[src/rtl/mul.sv]
// Unsigned 8x8 multiplier for the CNN MAC datapath: w (weight) times x (activation),
// registered 16-bit product, one operand pair accepted per clock with no handshake.
module mul (
    input  logic        clk,
    input  logic        rstn,
    input  logic [7:0]  w,
    input  logic [7:0]  x,
    output logic [15:0] y
);

    logic [15:0] pp [8];
    logic [15:0] sum_l1 [4];
    logic [15:0] sum_l2 [2];
    logic [15:0] y_d;
    logic [15:0] y_q;

    // Partial products: row i is w gated by x[i], weighted by 2^i.
    always_comb begin
        for (int i = 0; i < 8; i++) begin
            pp[i] = {8'b0, (w & {8{x[i]}})} << i;
        end
    end

    // Every partial sum is bounded by the full product, so 16 bits never overflow.
    always_comb begin
        for (int i = 0; i < 4; i++) begin
            sum_l1[i] = pp[2*i] + pp[2*i+1];
        end
        for (int i = 0; i < 2; i++) begin
            sum_l2[i] = sum_l1[2*i] + sum_l1[2*i+1];
        end
        y_d = sum_l2[0] + sum_l2[1];
    end

    always_ff @(posedge clk or negedge rstn) begin
        if (!rstn) begin
            y_q <= 16'h0000;
        end else begin
            y_q <= y_d;
        end
    end

    assign y = y_q;

endmodule

[config.mk]
export PLATFORM = sky130hd
export DESIGN_NAME = mul
export DESIGN_NICKNAME = d
export VERILOG_FILES = /design/src/rtl/mul.sv
export SDC_FILE = /design/constraint.sdc
export NUM_CORES = 1
export LEC_CHECK = 0
export BUFFER_PORTS_ARGS = -buffer_cell sky130_fd_sc_hd__buf_4
export CAP_MARGIN = 20
export CORE_ASPECT_RATIO = 0.75
export CORE_MARGIN = 5
export CORE_UTILIZATION = 59
export CTS_CLUSTER_DIAMETER = 120
export CTS_CLUSTER_SIZE = 12
export DETAILED_ROUTE_END_ITERATION = 10
export HOLD_SLACK_MARGIN = 0.06
export PLACE_DENSITY = 0.92
export SLEW_MARGIN = 20
export SYNTH_ARGS = -nofsm -noshare
export SYNTH_HDL_FRONTEND = slang
export SYNTH_SLANG_ARGS = --single-unit
[constraint.sdc]
create_clock -name clk -period 0.8 [get_ports clk]
set_input_delay 0.16 -clock clk [delete_from_list [all_inputs] [get_ports clk]]
set_output_delay 0.16 -clock clk [all_outputs]
set_load 0.01 [all_outputs]
==> results.toml, run 1 <==
[clocking]
htree_levels = 1
cts.path.max_buffers = 2
cts_made_buffers = 3
root_buffer = "clkbuf_8"
clkSinkCount = 16

[placed_design]
hpwl_mm = 6.24
routabilityCongestion = 0.894
post_dp_cell_area_um2 = 3470
portBuffers = 33

[run_status]
lastStage = "global routing"
status = "did not finish"
error_line = "[ERROR DPL-0038] Utilization greater than 100%, impossible to legalize"

[global_route]
grt_max_degree = 17

[die]
die_h_um = 66.6
dieWidth_um = 85.5
ios = 34
start_util = 0.618
rows = 20

[yosys]
synthMuxAreaShare = 0
synthAdderAreaFrac = 0.409
ys_types = 30
synth_ff_type = "dfrtp_1"
yosysSeqAreaShare = 0.159
synth_warnings = 0
synth-compound-area-share = 0.125
synth_edf_count = 0
yosys_register_bits = 16
syn_area_um2 = 2520
syn_area_per_cell_um2 = 9.37
syn_nets = 352
postSynth.asyncResetShare = 1.00
yosys.area_share.simple = 0.182
synthCells = 269
synth_top_family_by_area = "adder cells"
synth_xor_area_frac = 0.0660

[timing]
endpoint_type = "register data pin"
postGrtWorstEndpoint = "y[14]$_DFF_PN0_/D"
-- Yosys cell counts, drive strengths merged, types with 4 or more instances --
cell	n	area [µm²]
a21oi	11	62.6
o21ai	7	35.0
and2	46	288
nor2	9	33.8
a21o	9	67.6
dfrtp	16	400
nand2	21	78.8
a211oi	4	35.0
fa	29	581
ha	36	450
inv	40	150
xor2	8	70.1
xnor2	11	96.3
-- metrics by stage --
stage               hold WS [ns]  setup TNS (ns)  utilization  worst slack [ns]  instances
global placement          0.0206          -39.13        0.850             -3.65        416
floorplan                 -0.136          -34.55            -             -3.37        269
CTS                        0.297          -38.79        0.932             -3.52        428
detailed placement        0.0306          -40.94        0.850             -3.82        416
-- cells by family after synthesis --
group                    Yosys count
AND/OR/NAND/NOR                   86
adder cells (fa/ha/maj)           65
AO/OA/AOI/OAI                     43
buffers and inverters             40
XOR/XNOR                          19
flip-flops                        16
-- repair_timing --
action | in CTS
setup buffers | 7
pin swaps | 38
hold buffers | 1
setup endpoints to repair | 30
gates resized for setup | 52
hold endpoints to repair | 16
==> inputs of run 2 (changes only) <==
==> config.mk (replaced) <==
export PLATFORM = sky130hd
export DESIGN_NAME = mul
export DESIGN_NICKNAME = d
export VERILOG_FILES = /design/src/rtl/mul.sv
export SDC_FILE = /design/constraint.sdc
export NUM_CORES = 1
export LEC_CHECK = 0
export BUFFER_PORTS_ARGS = -buffer_cell sky130_fd_sc_hd__buf_4
export CAP_MARGIN = 20
export CORE_MARGIN = 5
export CORE_UTILIZATION = 40
export DETAILED_ROUTE_END_ITERATION = 10
export PLACE_DENSITY_LB_ADDON = 0.15
export SLEW_MARGIN = 20
export SYNTH_ARGS = -nofsm -noshare
export SYNTH_HDL_FRONTEND = slang
export SYNTH_SLANG_ARGS = --single-unit
==> results.toml, run 2 <==
[clocking]
htree_levels = 1
cts_tree = "built"
cts_made_buffers = 3
clkTransAtPathRegs_ns = 0.07
cts.path.max_buffers = 2
clkSinkCount = 16
root_buffer = "clkbuf_8"

[worst_setup_path]
cp.arrival_ns = 4.27
worst-path-buf-inv = 4
worstPathMaxFanout = 5
cpMostUsedCell = "fa_1"
path_class = "input port to flop"
path_cells = "buf_8 -> and2_4 -> fa_1 -> inv_1 -> fa_1 -> inv_2 -> ha_4 -> buf_4 -> a211oi_2 -> nor2_2 -> o31a_1 -> o311a_1 -> fa_1 -> ha_4 -> a21o_1 -> a21o_1 -> a41o_1 -> a21oi_2 -> xnor2_1"
critPathLaunchType = "input port"
max_stage_delay_ns = 0.57
worstSetupEndpointType = "flop"
cp.required_ns = 0.97
critPathSlowestCell = "fa_1"
cp_top_family = "adder cells"

[power]
cellPowerDensity_nw_per_um2 = 2470
power_uw = 9500
power_leakage_uw = 0.00195
peakVddDrop_mv = 2.01

[placed_design]
hpwl_mm = 4.71
routabilityCongestion = 0.836
place_ws_ns = -3.69
portBuffers = 33

[timing]
fin_setup_tns_ns = -36.22
fin_crit_sh = 5.12
period_needed_ns = 4.10
finalWorstSetupSlack_ns = -3.30
max_freq_ghz = 0.244
timing.hold.ws_ns = 0.299
hold_viol_final = 0
slew_headroom = 0.824
rsz0062_at_grt = "yes"
worstMarginPinSlew_ns = 0.262
drv_slew = 0
setup_viol = 30

[yosys]
synth.most_common_cell = "and2_1"
synth_ff_type = "dfrtp_1"
yosysTopAreaCellShare = 0.230
synthCells = 269
yosysSeqAreaShare = 0.159
syn_nets = 352
synth_warnings = 0
yosys_register_bits = 16
postSynth.asyncResetShare = 1.00
syn_area_per_cell_um2 = 9.37
synth_edf_count = 0
syn_area_um2 = 2520
ys_types = 30
synth_common_cells = "46 x and2_1, 40 x inv_1, 36 x ha_1, 29 x fa_1, 21 x nand2_1"
synth_top_area_cell = "fa_1"
ys_top_cells_by_area = "fa_1 23%, ha_1 18%, dfrtp_1 16%"

[detailed_routing]
antenna_left = 0
viasPerCell = 4.77
drc = 0
dr.pass1.iters = 4
wl_per_cell_um = 12.8
drt_iter0_markers = 64
vias = 2115
routed_wirelength_mm = 5.66

[flow_run]
drv_cap = 0

[die]
ios = 34
die_h_um = 89.4
start_util = 0.404
rows = 29
die-area_um2 = 7990
dieWidth_um = 89.4
core_um2 = 6240

[cells_and_area]
finalNetCount = 450
syn2layout_area_growth_pct = 52.9
seq_area_um2 = 400
final_util = 0.618
final_layout_size_suffix_gt1_frac = 0.437
layout_commonest_cell = "buf_4"
largest_reg_flops = 16
multi_input_area_um2 = 2330
final_cell_mix = "62 x buf_4, 40 x and2_1, 30 x inv_1, 28 x buf_6, 26 x fa_1"
num_antenna_cells = 0
num-fill-cells = 548

[global_route]
grt_first_pass_wirelength_mm = 9.54
overflow = 0
antenna_found_initial = 0
track_usage = 0.152
grt_max_degree = 17
grt_pass1_vias = 2057

[run_status]
violations = "setup timing"
status = "finished, violations left"

[hold_path]
hold_class = "input port to async pin"
==> run 2: cell counts after synthesis <==
Identical to the previous run, type by type.
==> run 2: final timing paths <==
kind	startpoint	to	slack [ns]	cells past startpoint
max	w[2]	y[15]	-3.30	19
min	rstn	y[8]	0.30	2
max in group asynchronous	rstn	y[6]	0.31	2
min in group clk	x[1]	y[1]	0.31	3
==> run 2: cell type report <==
cell class                 count  share of cell area
clock buffer                   4              0.0143
inverter                      40              0.0389
multi-input combinational    213               0.605
sequential                    16               0.104
tap                           77              0.0250
timing repair buffer          93               0.213
==> run 2: repair_timing <==
action                     in CTS  in global routing
resized for setup              42                 24
pin swaps                      26                 24
setup endpoints to repair      31                 31
hold endpoints to repair       16                  0
hold buffers                    1                  0
setup buffers                   0                  4
==> run 2: routing by layer <==
metal  up-vias  global-route usage  wire [µm]
met5         -                   0          0
met4         0              0.0244         34
met2        25               0.238       2660
met1      1025               0.226       2800
li1       1063                   -          -
met3         2              0.0230        171
==> run 2: stage by stage <==
step,instance area [µm²],instances
after floorplan,2710,269
after global placement,3470,435
after detailed placement,3470,435
after CTS,3730,440
after global routing,3850,443
final,3850,443
==> run 2: where the power goes <==
group,leakage (µW),switching [µW],internal [µW]
Sequential,0.000192,140,1170
Clock,0.0000288,302,437
Combinational,0.00172,3250,4200
==> run 2: logic make-up after synthesis <==
kind of cell    share of synthesized area
xor+xnor                           0.0660
compound gates                      0.125
flops                               0.159
simple gates                        0.182
buf+inv                            0.0596
fa+ha+maj                           0.409
(Power assumes the default switching activity.)
